## config.mk

```make
export PLATFORM = sky130hd
export DESIGN_NAME = act_requant_flat
export DESIGN_NICKNAME = d
export VERILOG_FILES = /design/src/rtl/act_pkg.sv /design/src/rtl/act_requant_if.sv /design/src/rtl/act_fifo.sv /design/src/rtl/act_requant.sv /design/src/flat_wrapper.sv
export SDC_FILE = /design/constraint.sdc
export NUM_CORES = 1
export LEC_CHECK = 0
export CAP_MARGIN = 20
export CORE_ASPECT_RATIO = 1.5
export CORE_MARGIN = 2
export CORE_UTILIZATION = 50
export CTS_BUF_LIST = sky130_fd_sc_hd__clkbuf_16
export DETAILED_ROUTE_END_ITERATION = 16
export PLACE_DENSITY = 0.7
export SLEW_MARGIN = 0
export SYNTH_ARGS = -nofsm -noshare
export SYNTH_HDL_FRONTEND = slang
export SYNTH_SLANG_ARGS = --single-unit
```

## constraint.sdc

```tcl
create_clock -name clk -period 2.5 [get_ports clk]
set_input_delay 0.25 -clock clk [delete_from_list [all_inputs] [get_ports clk]]
set_output_delay 0.25 -clock clk [all_outputs]
set_load 0.01 [all_outputs]
```

## src/rtl/act_pkg.sv

```systemverilog
// -----------------------------------------------------------------------------
// act_pkg
// Shared constants for the activation requantizer:
//   IN_W_DEF / OUT_W_DEF : default neuron-output and activation widths
//   SHIFT_W              : width of the per-sample right-shift amount
//   ACT_MAX / ACT_MIN    : saturation limits of a default-width activation
//   act_max() / act_min(): the same limits for an arbitrary signed width
// -----------------------------------------------------------------------------
package act_pkg;

    localparam int IN_W_DEF  = 18;
    localparam int OUT_W_DEF = 8;
    localparam int SHIFT_W   = 4;

    function automatic int act_max(input int w);
        return (1 << (w - 1)) - 1;
    endfunction

    function automatic int act_min(input int w);
        return -(1 << (w - 1));
    endfunction

    localparam int ACT_MAX = act_max(OUT_W_DEF);
    localparam int ACT_MIN = act_min(OUT_W_DEF);

endpackage

```

## src/rtl/act_requant_if.sv

```systemverilog
// -----------------------------------------------------------------------------
// act_requant_if
// Handshake bundle of the requantizer.
//   Input stream : in_valid, in_ready, in_y (signed IN_W), in_shift (0..15)
//   Output stream: out_valid, out_ready, out_x (signed OUT_W)
//   Status       : sat_pulse (clamped value written), level (FIFO occupancy)
// Modports: slave = the requantizer, master = producer/consumer side.
// -----------------------------------------------------------------------------
interface act_requant_if import act_pkg::*; #(
    parameter int IN_W  = IN_W_DEF,
    parameter int OUT_W = OUT_W_DEF,
    parameter int DEPTH = 4
) ();
    localparam int LW = $clog2(DEPTH) + 1;

    logic                    in_valid;
    logic                    in_ready;
    logic signed [IN_W-1:0]  in_y;
    logic [SHIFT_W-1:0]      in_shift;
    logic                    out_valid;
    logic                    out_ready;
    logic signed [OUT_W-1:0] out_x;
    logic                    sat_pulse;
    logic [LW-1:0]           level;

    modport slave (
        input  in_valid, in_y, in_shift, out_ready,
        output in_ready, out_valid, out_x, sat_pulse, level
    );

    modport master (
        output in_valid, in_y, in_shift, out_ready,
        input  in_ready, out_valid, out_x, sat_pulse, level
    );
endinterface

```

## src/rtl/act_fifo.sv

```systemverilog
// -----------------------------------------------------------------------------
// act_fifo
// Output FIFO of the requantizer (DEPTH a power of two, >= 2).
//   clk, rst_n   : clock, asynchronous active-low reset (pointers/level only)
//   push_i       : write push_data_i at the tail
//   pop_i        : drop the head (caller only pops when valid_o)
//   rd_data_o    : head entry, forced to zero while empty
//   valid_o      : FIFO not empty
//   level_o      : occupancy 0..DEPTH
// The caller guarantees no overflow, so push and pop are never qualified.
// -----------------------------------------------------------------------------
module act_fifo #(
    parameter int W     = 8,
    parameter int DEPTH = 4
) (
    input  logic                   clk,
    input  logic                   rst_n,
    input  logic                   push_i,
    input  logic [W-1:0]           push_data_i,
    input  logic                   pop_i,
    output logic [W-1:0]           rd_data_o,
    output logic                   valid_o,
    output logic [$clog2(DEPTH):0] level_o
);
    localparam int PW = $clog2(DEPTH);

    logic [W-1:0]  mem_q [DEPTH];
    logic [PW-1:0] wr_ptr_q;
    logic [PW-1:0] rd_ptr_q;
    logic [PW:0]   level_q;
    logic [PW:0]   level_d;

    // Storage carries no reset; stale contents are never visible because the
    // head is masked while empty.
    always_ff @(posedge clk) begin
        if (push_i) begin
            mem_q[wr_ptr_q] <= push_data_i;
        end
    end

    always_comb begin
        level_d = level_q;
        case ({push_i, pop_i})
            2'b10:   level_d = level_q + 1'b1;
            2'b01:   level_d = level_q - 1'b1;
            default: level_d = level_q;
        endcase
    end

    // Pointers are exactly log2(DEPTH) bits, so increment wraps modulo DEPTH.
    always_ff @(posedge clk or negedge rst_n) begin
        if (!rst_n) begin
            wr_ptr_q <= '0;
            rd_ptr_q <= '0;
            level_q  <= '0;
        end else begin
            if (push_i) wr_ptr_q <= wr_ptr_q + 1'b1;
            if (pop_i)  rd_ptr_q <= rd_ptr_q + 1'b1;
            level_q <= level_d;
        end
    end

    assign valid_o   = (level_q != '0);
    assign rd_data_o = valid_o ? mem_q[rd_ptr_q] : '0;
    assign level_o   = level_q;

endmodule

```

## src/rtl/act_requant.sv

```systemverilog
// -----------------------------------------------------------------------------
// act_requant
// Requantizes a signed neuron output to a signed activation:
//   stage 1: r = (y + round) >>> shift, round-half-up, IN_W+1 bits
//   stage 2: saturate r to OUT_W bits, flag clamping
//   then   : write into act_fifo, drained by the output handshake
// Ports: clk, rst_n (asynchronous, active-low), bus (act_requant_if.slave).
// Stages never stall; in_ready is a credit check that counts FIFO entries plus
// samples still in flight, so the FIFO can never overflow.
// -----------------------------------------------------------------------------
module act_requant import act_pkg::*; #(
    parameter int IN_W  = IN_W_DEF,
    parameter int OUT_W = OUT_W_DEF,
    parameter int DEPTH = 4
) (
    input  logic          clk,
    input  logic          rst_n,
    act_requant_if.slave  bus
);
    localparam int LW      = $clog2(DEPTH) + 1;
    localparam int SAT_MAX = (OUT_W == OUT_W_DEF) ? ACT_MAX : act_max(OUT_W);
    localparam int SAT_MIN = (OUT_W == OUT_W_DEF) ? ACT_MIN : act_min(OUT_W);
    localparam logic signed [IN_W:0] R_MAX = (IN_W + 1)'(SAT_MAX);
    localparam logic signed [IN_W:0] R_MIN = (IN_W + 1)'(SAT_MIN);

    // Holds in_ready low during reset and releases it on the first edge after.
    logic                    ready_en_q;
    logic                    s1_valid_q;
    logic signed [IN_W:0]    s1_r_q;
    logic signed [IN_W:0]    s1_r_d;
    logic signed [IN_W:0]    round_d;
    logic signed [IN_W:0]    sum_d;
    logic                    s2_valid_q;
    logic                    s2_sat_q;
    logic                    s2_sat_d;
    logic signed [OUT_W-1:0] s2_x_q;
    logic signed [OUT_W-1:0] s2_x_d;

    logic [LW-1:0]           level;
    logic [LW:0]             committed;
    logic                    in_ready;
    logic                    accept;
    logic                    pop;
    logic                    fifo_valid;
    logic [OUT_W-1:0]        fifo_data;

    assign committed = {1'b0, level} + (LW + 1)'(s1_valid_q) + (LW + 1)'(s2_valid_q);
    assign in_ready  = ready_en_q && (committed < (LW + 1)'(DEPTH));
    assign accept    = bus.in_valid && in_ready;
    assign pop       = fifo_valid && bus.out_ready;

    // Rounding: one extra bit absorbs y + round without overflow.
    always_comb begin
        round_d = '0;
        if (bus.in_shift != '0) begin
            round_d = (IN_W + 1)'(1) << (bus.in_shift - SHIFT_W'(1));
        end
        sum_d  = $signed({bus.in_y[IN_W-1], bus.in_y}) + round_d;
        s1_r_d = sum_d >>> bus.in_shift;
    end

    // Saturation of the stage-1 result.
    always_comb begin
        s2_sat_d = 1'b0;
        s2_x_d   = s1_r_q[OUT_W-1:0];
        if (s1_r_q > R_MAX) begin
            s2_sat_d = 1'b1;
            s2_x_d   = R_MAX[OUT_W-1:0];
        end else if (s1_r_q < R_MIN) begin
            s2_sat_d = 1'b1;
            s2_x_d   = R_MIN[OUT_W-1:0];
        end
    end

    always_ff @(posedge clk or negedge rst_n) begin
        if (!rst_n) begin
            ready_en_q <= 1'b0;
            s1_valid_q <= 1'b0;
            s1_r_q     <= '0;
            s2_valid_q <= 1'b0;
            s2_sat_q   <= 1'b0;
            s2_x_q     <= '0;
        end else begin
            ready_en_q <= 1'b1;
            s1_valid_q <= accept;
            if (accept) s1_r_q <= s1_r_d;
            s2_valid_q <= s1_valid_q;
            s2_sat_q   <= s1_valid_q && s2_sat_d;
            if (s1_valid_q) s2_x_q <= s2_x_d;
        end
    end

    act_fifo #(
        .W     (OUT_W),
        .DEPTH (DEPTH)
    ) u_fifo (
        .clk         (clk),
        .rst_n       (rst_n),
        .push_i      (s2_valid_q),
        .push_data_i (s2_x_q),
        .pop_i       (pop),
        .rd_data_o   (fifo_data),
        .valid_o     (fifo_valid),
        .level_o     (level)
    );

    // Stage 2 writes the FIFO in the cycle it holds a sample, so the pulse
    // coincides with the write.
    assign bus.in_ready  = in_ready;
    assign bus.out_valid = fifo_valid;
    assign bus.out_x     = fifo_data;
    assign bus.sat_pulse = s2_valid_q && s2_sat_q;
    assign bus.level     = level;

endmodule
```

## src/flat_wrapper.sv

```systemverilog
// flat-port wrapper written by rule: the top's interface ports become plain ports
module act_requant_flat import act_pkg::*;
#(
    parameter int IN_W  = IN_W_DEF,
    parameter int OUT_W = OUT_W_DEF,
    parameter int DEPTH = 4
)
  (clk, rst_n, bus_in_valid, bus_in_y, bus_in_shift, bus_out_ready, bus_in_ready, bus_out_valid, bus_out_x, bus_sat_pulse, bus_level);
  act_requant_if #(.IN_W(IN_W), .OUT_W(OUT_W), .DEPTH(DEPTH)) bus_i ();
  input  logic clk;
  input  logic rst_n;
  input wire logic [$bits(bus_i.in_valid)-1:0] bus_in_valid;
  input wire logic [$bits(bus_i.in_y)-1:0] bus_in_y;
  input wire logic [$bits(bus_i.in_shift)-1:0] bus_in_shift;
  input wire logic [$bits(bus_i.out_ready)-1:0] bus_out_ready;
  output wire logic [$bits(bus_i.in_ready)-1:0] bus_in_ready;
  output wire logic [$bits(bus_i.out_valid)-1:0] bus_out_valid;
  output wire logic [$bits(bus_i.out_x)-1:0] bus_out_x;
  output wire logic [$bits(bus_i.sat_pulse)-1:0] bus_sat_pulse;
  output wire logic [$bits(bus_i.level)-1:0] bus_level;
  assign bus_i.in_valid = bus_in_valid;
  assign bus_i.in_y = bus_in_y;
  assign bus_i.in_shift = bus_in_shift;
  assign bus_i.out_ready = bus_out_ready;
  assign bus_in_ready = bus_i.in_ready;
  assign bus_out_valid = bus_i.out_valid;
  assign bus_out_x = bus_i.out_x;
  assign bus_sat_pulse = bus_i.sat_pulse;
  assign bus_level = bus_i.level;
  act_requant #(.IN_W(IN_W), .OUT_W(OUT_W), .DEPTH(DEPTH)) u_core (.clk(clk), .rst_n(rst_n), .bus(bus_i));
endmodule
```

Word-level counts from Yosys, hierarchy flattened
Memory sizes are Yosys's and may differ from the RTL's.
Cells that the tools add are included.

storage, ports and cells
  register bits = 38
  RAM bits = 32
  input bits = 26
  output and inout bits = 14
  memories = 1

memories
  memory               words  bits a word  read ports  clocked after Yosys merged registers in  wr ports  line            source
  u_core.u_fifo.mem_q  4      8            1           0                                        1         act_fifo.sv:27  logic [W-1:0] mem_q [DEPTH];

cells by class
  $add $sub $neg = 8
  order comparisons = 3
  equality and inequality tests = 2
  shifts and indexed selects = 2
  muxes and demuxes = 9
  reductions and logical operators = 8

operators by type and width
  operator              number
  $mux 8                3
  $add 18x19->19        1
  $gt 19x8->1 const B   1
  $lt 19x8->1 const B   1
  $mux 19               1
  $shl 1x4->19 const A  1
  $sshr 19x4->19        1
  $pmux 3 s2            1
  $logic_and 1x1->1     5
  $add 2x1->2 const B   2
  $add 3x1->4           1
  $add 4x1->4           1
  $lt 4x3->1 const B    1
  $mux 1                4
  $reduce_bool 4->1     1
  $sub 4x1->4 const B   1
  $add 3x1->3 const B   1
  $reduce_bool 3->1     1
  $sub 3x1->3 const B   1
  $eq 2x1->1 const B    1
  $eq 2x2->1 const B    1
  $reduce_bool 2->1     1

Longest topological paths before layout
Gate-level depths: netlist of the first run.

  depth in word-level cells = 5
  mapped depth = 18
  gate-level depth less buffers = 15

By module
From an unflattened synthesis of the first run, not the netlist that was laid out.

unflattened totals
  cells, all modules = 520
  area total of the unflattened synthesis = 5052.3 um^2

modules (own cells, without submodules)
  module       times used  cells an instance  area an instance (um^2)  sequential area each (um^2)
  act_requant  1           434                3444.6                   775.7
  act_fifo     1           86                 1607.8                   1136.1

Least setup slack after synthesis of the first run
Ideal clock, no wire load.

  path kind = input port to flip-flop
  from = input bus_in_shift[2]
  to = register u_core.s1_r_q[10]
  library setup time = 126 ps
  arrival time = 3559 ps
  path slack = -1185 ps
  stages = 17
  path buffers = 2
  cells stage by stage = clkbuf_1 -> inv_1 -> clkbuf_1 -> nand2_1 -> nor2_1 -> ha_1 -> inv_1 -> fa_1 -> nand2b_1 -> a211oi_2 -> o2111ai_2 -> a31oi_4 -> o21a_2 -> o31ai_2 -> a2bb2oi_2 -> mux2_2 -> a221o_1

between the ends
  longest elaborated chain between the ends = 5

ends and longest elaborated chain
  item                    line                source
  start: declaration      flat_wrapper.sv:14  input wire logic [$bits(bus_i.in_shift)-1:0] bus_in_shift;
  $sub 4x1->4             act_requant.sv:56   round_d = (IN_W + 1)'(1) << (bus.in_shift - SHIFT_W'(1));
  $shl 1x4->19            act_requant.sv:56
  $mux 19                 act_requant.sv:55   if (bus.in_shift != '0) begin
  $add 18x19->19          act_requant.sv:58   sum_d = $signed({bus.in_y[IN_W-1], bus.in_y}) + round_d;
  $sshr 19x4->19 *        act_requant.sv:59   s1_r_d = sum_d >>> bus.in_shift;
  end signal: assignment  act_requant.sv:86   if (accept) s1_r_q <= s1_r_d;
  end: declaration        act_requant.sv:29   logic signed [IN_W:0] s1_r_q;

Every way passes the cells marked *; elsewhere a longest branch is shown, timed or not.
A chain may end at the register's enable or synchronous reset.

Worst setup path in the final report of the first run
  from = input bus_in_shift[1]
  to = register u_core.s1_r_q[5]

Same word-level chain as after synthesis.

==> impl_metrics.toml, run 1 <==
[sta]
period_share = 1.20
fin_ws_ns = -0.493
hold_viol = 0
finalCriticalPeriod_ns = 2.99
timing.fmax_mhz = 334
worstMarginPinSlew_ns = 0.828
skew_ns = 0.00528
max_slew_margin = 0.448
rsz0062_at_grt = "true"
setup_viol = 18
finalMaxSlewViolations = 0

[grt]
grt-ovfl-total = 0
grt_usage = 0.280
grt_max_degree = 39
grt_first_pass_wirelength_mm = 22.8
grt_antenna_before_repair = 0
grt_pass1_vias = 4941

[place]
gp_congestion = 0.955
io_buffers = 39
dp.cells = 743
dp_hpwl_mm = 10.6
placed_area_um2 = 6180
place_ws_ns = -1.36

[logic_synthesis]
synthesis.area_um2 = 4800
synth_adder_area_share = 0.0657
synth_flop_cell = "dfrtp_1"
ys_ff_latch = 70
yosys.area_share.xor_xnor = 0.0365
syn_avg_cell_area_um2 = 9.52
syn_nets = 554
syn_inst = 504
ys_async_sr_fraction = 0.543
synth_top_family_by_area = "compound AO/OA/AOI/OAI gates"
ys_types = 68
yosys_warnings = 0
synth-simple-area-share = 0.163
synth_edf_count = 32
synthMuxAreaShare = 0.0782
synth_compound_area_frac = 0.215
yosysSeqAreaShare = 0.398

[setup_path]
endpoint = "u_core.s1_r_q[5]$_DFFE_PN0P_"
endpoint_kind = "register"
worst_ep_required_time_ns = 2.71
crit_arrival_ns = 3.20
path_class = "in -> reg"
cp_max_fo = 5
r2r_end = "u_core.s1_r_q[0]$_DFFE_PN0P_"
reg2reg_slack_ns = 0.26
reg2regPathDepth = 8
rr_startpoint = "u_core.u_fifo.level_o[0]$_DFFE_PN0P_"
crit_start = "bus_in_shift[1]"
start_kind = "primary input"

[die]
fp.dieW_um = 84.0
chipHeight_um = 124
core_um2 = 9310
ios = 40
rows = 43
die_area_um2 = 10400
initial_core_util = 0.516

[run_status]
violations = "setup timing"
outcome = "finished with violations"

[clock_tree]
cts-root-buf = "clkbuf_16"
htree_levels = 3
clockBufferDepth = 2
cts_tree = "built"
path_clk_slew_ns = 0.05
numCtsBuffers = 9
clk_latency_ns = 0.33
clock_sinks = 70

[final_layout]
layout-drive-gt1-share = 0.384
layout_commonest_cell = "buf_4"
fillCellCount = 598
syn_to_final_growth_pct = 49.4
finalNonFillerCells = 786
fin_area_um2 = 7170
finish.utilization = 0.770
layout_common_cells = "buf_4, nor2_1, dfrtp_1, nand2_1"
antenna_cells = 0
fin_nets = 719

[pwr]
p_leak_nw = 3.04
vdd_drop_max_mv = 0.770
p_per_area_nw_per_um2 = 719

[min_path]
worstHoldPathType = "in -> async"

[run]
max_cap_viol_count = 0

[detailed_routing]
wl_per_cell_um = 18.5
num_vias = 4712
drc = 0
ant_nets = 0
drtPass1Iterations = 5
via_per_inst = 5.99
wl_mm = 14.6
first_iter_violations = 240
## registers in the layout, summed over array words and instances (netlist names)
signal	count
u_core.u_fifo.level_o	3
u_core.s1_valid_q	1
u_core.u_fifo.mem_q	32
u_core.s2_x_q	8
u_core.s1_r_q	19
u_core.u_fifo.wr_ptr_q	2
u_core.s2_sat_q	1
u_core.s2_valid_q	1
u_core.ready_en_q	1
u_core.u_fifo.rd_ptr_q	2
## where the power goes
| part | switching (mW) | internal, mW | leakage [nW] |
|---|---|---|---|
| Clock | 0.433 | 0.754 | 0.143 |
| Combinational | 1.01 | 1.07 | 2.14 |
| Sequential | 0.286 | 1.61 | 0.756 |
| Total | 1.72 | 3.43 | 3.04 |
## per-stage QoR
stage	power, mW	TNS [ns]	hold WS [ns]
final	5.16	-6.13	0.0212
after global routing	5.46	-8.18	0.0937
after CTS	5.09	-5.88	0.0479
after detailed placement	3.81	-21.88	0.397
after global placement	3.71	-20.86	0.393
after floorplan	2.97	-8.39	-0.0456
## logic make-up (layout without fill, tap and decap cells)
family / after synthesis / after routing
AO/OA/AOI/OAI: 146 / 146
AND/OR/NAND/NOR: 165 / 165
multiplexers: 26 / 26
other: 2 / 2
adder cells (fa/ha/maj): 24 / 24
buffers and inverters: 51 / 221
XOR/XNOR: 20 / 20
flip-flops: 70 / 70
## critical path, stage by stage
cell and delay (ns):
buf_8 0.11, inv_8 0.06, nand2_4 0.05, nor2_4 0.12, ha_4 0.15, inv_2 0.03, fa_2 0.33, nand2b_4 0.16
a211oi_4 0.26, buf_4 0.16, o2111ai_4 0.14, a31oi_4 0.33, o21ai_2 0.13, buf_4 0.17, o221ai_4 0.19, nor3b_4 0.08
nor3_2 0.25, buf_4 0.17, o31ai_1 0.06
## cell type report
class | instances | area (um^2) | area share
Inverter | 27 | 129 | 0.0180
Sequential cell | 70 | 1910 | 0.267
Multi-Input combinational cell | 383 | 3250 | 0.453
Clock buffer | 9 | 225 | 0.0314
Clock inverter | 7 | 57.6 | 0.00803
Timing Repair Buffer | 178 | 1460 | 0.203
Tap cell | 112 | 140 | 0.0195
## per-layer routing
layer  part of all wire  track usage  vias up
met4              0.077        0.235        0
li1                   -            -     2186
met1               0.32        0.249     2262
met5                  0            0        -
met2               0.56        0.548      179
met3              0.037       0.0391       85
## what timing repair did
item                       in CTS  in global routing
pin swaps                      35                 28
setup endpoints to repair      19                 19
setup buffers                  19                 14
hold buffers                    0                  0
resized for setup              69                 65
## how the worst min path moves through the flow
stage / from / endpoint / slack, ns / cells after the start
after floorplan: rst_n / u_core.ready_en_q$_DFF_PN0_ / -0.05 / 0
after global placement: rst_n / u_core.s2_x_q[4]$_DFFE_PN0P_ / 0.39 / 1
after detailed placement: rst_n / u_core.s2_x_q[1]$_DFFE_PN0P_ / 0.40 / 1
after CTS: rst_n / u_core.s1_r_q[6]$_DFFE_PN0P_ / 0.05 / 1
after global routing: rst_n / u_core.s1_r_q[6]$_DFFE_PN0P_ / 0.09 / 1
final: rst_n / u_core.s1_r_q[6]$_DFFE_PN0P_ / 0.02 / 1
## cell usage after synthesis, drive strengths merged (8+ instances only)
cell type	count	area [um^2]
a211oi	11	103
a21oi	39	203
and2	17	106
clkbuf	19	71.3
dfrtp	38	951
edfxtp	32	961
ha	22	275
inv	26	97.6
mux2i	15	150
mux4	9	203
nand2	45	169
nand3	12	60.1
nor2	54	203
nor3	11	65.1
o211ai	11	82.6
o21ai	33	165
xnor2	12	105
xor2	8	70.1
No activity file was read; power rests on OpenSTA's default activity.
==> run 2: changes to the inputs <==
DONT_BUFFER_PORTS = 1   (was unset)
PLACE_DENSITY = unset   (was 0.7)
SKIP_CTS_REPAIR_TIMING = 1   (was unset)
==> run 2 against run 1 <==
- the run still ends with setup timing left
- maximum frequency up 7.7%
- first-iteration DRC count decreased by 46%
- sequential cell count did not move
- sequential share of layout area increased by 4.0 points
- critical path depth is 6 lower
- register-to-register slack gained 0.14 ns
- wire length is 13% lower
- sequential power increased by 2%
- clock skew barely moved
- final area fell by 13%
- largest power group is now sequential cells
==> impl_metrics.toml, run 2 (synthesized netlist as in run 1, its figures left out) <==
[final_layout]
syn_to_final_growth_pct = 30.1
regMostFlops = "u_core.u_fifo.mem_q"
layout-drive-gt1-share = 0.321
finalNonFillerCells = 710
reg_top3 = "u_core.u_fifo.mem_q x32, u_core.s1_r_q x19, u_core.s2_x_q x8"
layout_commonest_cell = "buf_4"
antenna_cells = 0
fin_nets = 643
largest_reg_flops = 32
layout_common_cells = "buf_4, nor2_1, nand2_1, dfrtp_1, a21oi_1"

[die]
core_um2 = 9310
fp.dieW_um = 84.0
initial_core_util = 0.516
die_area_um2 = 10400
rows = 43
chipHeight_um = 124
ios = 40

[detailed_routing]
first_iter_violations = 130
wl_per_cell_um = 17.9
wl_mm = 12.7
ant_nets = 0
num_vias = 4168
drc = 0
via_per_inst = 5.87
drtPass1Iterations = 4

[setup_path]
cpPeakStageDelay_ns = 0.45
crit_family = "compound AO/OA/AOI/OAI gates"
worst_ep_required_time_ns = 2.71
reg2regPathDepth = 8
crit_arrival_ns = 2.99
cp_max_fo = 23
critPathSlowestCell = "a221oi_1"
start_kind = "primary input"
critical_path_buf_inv_count = 2
critical_path.cell_chain = "clkinvlp_4 -> nand2_4 -> buf_4 -> nor2_1 -> ha_2 -> a21oi_1 -> o21ai_0 -> a221oi_1 -> a31o_1 -> o31ai_4 -> a2bb2oi_2 -> mux2_4 -> a221o_1"
crit_start = "bus_in_shift[1]"
r2r_end = "u_core.s1_r_q[1]$_DFFE_PN0P_"
cp.depth = 13
endpoint = "u_core.s1_r_q[10]$_DFFE_PN0P_"
rr_startpoint = "u_core.u_fifo.level_o[0]$_DFFE_PN0P_"
endpoint_kind = "register"
path_class = "in -> reg"
reg2reg_slack_ns = 0.40

[grt]
grt_max_degree = 39
grt-ovfl-total = 0
grt_antenna_before_repair = 0
grt_pass1_vias = 4291
grt_usage = 0.251
grt_first_pass_wirelength_mm = 20.4

[place]
dp_hpwl_mm = 9.96
dp.cells = 684
io_buffers = 0
gp_congestion = 0.940
place_ws_ns = -0.654

[clock_tree]
path_clk_slew_ns = 0.05
cts_tree = "built"
cts-root-buf = "clkbuf_16"
clock_sinks = 70
numCtsBuffers = 9
htree_levels = 3
clk_latency_ns = 0.33
clockBufferDepth = 2

[run_status]
violations = "setup timing"
outcome = "finished with violations"

[sta]
finalMaxSlewViolations = 0
period_share = 1.11
max_slew_margin = 0.564
finalCriticalPeriod_ns = 2.78
setup_viol = 18
rsz0062_at_grt = "true"
timing.fmax_mhz = 360
skew_ns = 0.00556
hold_viol = 0
worstMarginPinSlew_ns = 0.651
fin_ws_ns = -0.279

[min_path]
worstHoldPathType = "in -> reg"
min_path_cells = 2
min_from = "bus_in_shift[2]"

[pwr]
power_frac_seq = 0.416
p_int_mw = 3.04
combPwrFrac = 0.337
p_per_area_nw_per_um2 = 745
p_sw_mw = 1.61
pwr-share-clk = 0.247
p_leak_nw = 2.63
vdd_drop_max_mv = 0.921
p_total_mw = 4.65
swShare = 0.347

[run]
max_cap_viol_count = 0
==> run 2: cell count changes in the layout (fill, tap and decap cells not counted), sizes merged <==
cell and delta:
buf -43, bufinv -1, clkdlybuf4s50 -32, clkinv +2, clkinvlp +2, dlygate4sd2 -1
dlygate4sd3 +1, dlymetal6s2s -1, inv -3
==> run 2: worst min path at each step <==
stage and end:
6_report u_core.s1_r_q[12]$_DFFE_PN0P_, 2_1_floorplan u_core.ready_en_q$_DFF_PN0_, 5_1_grt u_core.s1_r_q[12]$_DFFE_PN0P_, 4_1_cts u_core.s2_x_q[5]$_DFFE_PN0P_, 3_3_place_gp u_core.s2_x_q[5]$_DFFE_PN0P_, 3_5_place_dp u_core.s2_x_q[5]$_DFFE_PN0P_
==> run 2: area by class of cell <==
| type | instances | area [um^2] |
|---|---|---|
| inverters | 27 | 114 |
| clock buffers | 9 | 225 |
| multi-input cells | 383 | 3010 |
| clock inverters | 7 | 51.3 |
| fillers | 763 | 3060 |
| repair buffers | 102 | 792 |
| well taps | 112 | 140 |
| flip-flops and latches | 70 | 1910 |
==> run 2: layer usage <==
metal | global-route usage | vias up | wire, um
met3 | 0.0305 | 50 | 425
met2 | 0.508 | 107 | 7130
li1 | - | 2034 | -
met5 | 0 | - | 0
met1 | 0.240 | 1977 | 4350
met4 | 0.144 | 0 | 786
==> run 2: power groups by stage <==
stage	sequential, mW	combinational [mW]	clock, mW
floorplan	1.81	1.16	0
global placement	1.93	1.44	0
detailed placement	1.96	1.47	0
CTS	1.94	1.49	1.16
global route	2.00	1.74	1.20
finish	1.94	1.57	1.15
==> run 2: through the flow <==
step,TNS (ns),util,area [um^2],hold slack [ns]
floorplan,-8.39,-,4960,-0.0456
global placement,-9.22,0.605,5630,-0.0436
detailed placement,-10.28,0.605,5630,-0.0434
CTS,-4.01,0.635,5910,-0.395
global route,-5.50,0.671,6240,0.126
finish,-2.87,0.671,6240,0.0995
==> run 3: changes to the inputs <==
PLACE_DENSITY = 0.68   (was unset)
==> run 3 against run 2 <==
- the run still ends with setup timing left
- cell count grew 0.56%
- maximum frequency is 0.12% higher
- highest routed layer unchanged
- final area decreased by 0.10%
- global-route usage shrank 1.2 points
- wire length down 4.2%
- via count grew 0.19%
- total power shrank 2.5%
- critical endpoint unchanged
- sequential cell count unchanged
- non-clock buffer count up 4
==> impl_metrics.toml, run 3 (synthesized netlist as in run 1, its figures left out) <==
[setup_path]
crit_arrival_ns = 2.99
start_kind = "primary input"
endpoint_kind = "register"
reg2regPathDepth = 8
cp_max_fo = 23
reg2reg_slack_ns = 0.34
path_class = "in -> reg"
worst_ep_required_time_ns = 2.71
cpPeakStageDelay_ns = 0.35
critical_path.cell_chain = "clkinvlp_4 -> nand2_4 -> nor2_4 -> ha_4 -> inv_2 -> fa_2 -> nand2b_4 -> a211oi_4 -> o2111ai_2 -> a31oi_4 -> o21a_2 -> o31ai_2 -> a2bb2oi_2 -> mux2_2 -> a221o_1"
critPathSlowestCell = "fa_2"

[detailed_routing]
drtPass1Iterations = 4
num_vias = 4176
via_per_inst = 5.85
first_iter_violations = 160
ant_nets = 0
wl_per_cell_um = 17.0
wl_mm = 12.2
drc = 0

[place]
gp_congestion = 0.953
io_buffers = 0
dp_hpwl_mm = 9.52
place_ws_ns = -0.671

[die]
initial_core_util = 0.516
rows = 43
die_area_um2 = 10400
core_um2 = 9310
fp.dieW_um = 84.0
ios = 40
chipHeight_um = 124

[pwr]
vdd_drop_max_mv = 0.708
p_sw_mw = 1.54
p_leak_nw = 2.65
pwr-share-clk = 0.235
swShare = 0.339
p_per_area_nw_per_um2 = 727
combPwrFrac = 0.337
p_int_mw = 3.00
power_frac_seq = 0.428

[grt]
grt_max_degree = 39
grt_first_pass_wirelength_mm = 19.5
grt_antenna_before_repair = 0
grt-ovfl-total = 0
grt_pass1_vias = 4295
grt_usage = 0.239

[final_layout]
multi_input_area_um2 = 3010
largest_reg_flops = 32
fin_nets = 647
syn_to_final_growth_pct = 30.0
layout_commonest_cell = "buf_4"
antenna_cells = 0
regMostFlops = "u_core.u_fifo.mem_q"
reg_top3 = "u_core.u_fifo.mem_q x32, u_core.s1_r_q x19, u_core.s2_x_q x8"
finish.utilization = 0.670
fillCellCount = 739
regArea_um2 = 1910
layout_common_cells = "buf_4, nor2_1, dfrtp_1, nand2_1, a21oi_1"
layout-drive-gt1-share = 0.322

[sta]
hold_viol = 0
rsz0062_at_grt = "true"
timing.fmax_mhz = 360
skew_ns = 0.00485
fin_ws_ns = -0.276
setup_viol = 17
period_share = 1.11
worstMarginPinSlew_ns = 0.693
finalMaxSlewViolations = 0
max_slew_margin = 0.536
finalCriticalPeriod_ns = 2.78

[min_path]
min_path_cells = 2
worstHoldPathType = "in -> reg"

[clock_tree]
cts_tree = "built"
cts-root-buf = "clkbuf_16"
numCtsBuffers = 9
clockBufferDepth = 2
clk_latency_ns = 0.33
htree_levels = 3
clock_sinks = 70
path_clk_slew_ns = 0.05

[run]
max_cap_viol_count = 0

[run_status]
outcome = "finished with violations"
violations = "setup timing"
[run 3: power groups by stage]
stage	registers (mW)	clock network [mW]	logic (mW)
6_report	1.94	1.07	1.53
5_1_grt	2.00	1.14	1.69
4_1_cts	1.95	1.09	1.47
3_5_place_dp	1.97	0	1.45
3_3_place_gp	1.94	0	1.41
2_1_floorplan	1.81	0	1.16
[run 3: critical path, delay by kind of cell]
| kind | cells | cell delay [ns] |
|---|---|---|
| compound gates | 7 | 1.49 |
| fa+ha+maj | 2 | 0.49 |
| buf+inv | 2 | 0.15 |
| mux | 1 | 0.28 |
| simple gates | 3 | 0.34 |
[run 3: cell type report]
type / instances / share of cell area
clock buffers: 9 / 0.0361
clock inverters: 7 / 0.00441
inverters: 27 / 0.0183
multi-input cells: 383 / 0.482
flip-flops and latches: 70 / 0.306
well taps: 112 / 0.0225
repair buffers: 106 / 0.131
[run 3: worst paths after layout]
kind	start	endpoint
worst min-delay path	bus_in_shift[2]	u_core.s1_r_q[12]$_DFFE_PN0P_
min in group asynchronous	rst_n	u_core.s2_x_q[3]$_DFFE_PN0P_
worst max register to register	u_core.u_fifo.level_o[0]$_DFFE_PN0P_	u_core.s1_r_q[0]$_DFFE_PN0P_
worst max-delay path	bus_in_shift[1]	u_core.s1_r_q[10]$_DFFE_PN0P_
max in group asynchronous	rst_n	u_core.ready_en_q$_DFF_PN0_
worst min register to register	u_core.s1_r_q[5]$_DFFE_PN0P_	u_core.s1_r_q[5]$_DFFE_PN0P_
[run 3: per-stage QoR]
stage	std cells	hold WS (ns)	TNS (ns)	total power, mW	instance area [um^2]
6_report	714	0.0810	-3.06	4.54	6240
5_1_grt	714	0.0943	-5.48	4.83	6240
4_1_cts	708	-0.396	-4.44	4.50	5950
3_5_place_dp	692	-0.0440	-10.63	3.42	5690
3_3_place_gp	692	-0.0437	-9.63	3.35	5690
2_1_floorplan	504	-0.0456	-8.39	2.97	4960
[run 3: metal layers]
layer  global-route usage  wire (um)  vias up
met5                    0          0        -
li1                     -          -     2045
met2                0.477       6880      102
met1                0.223       4300     1984
met4                0.147        606        0
met3               0.0411        377       45
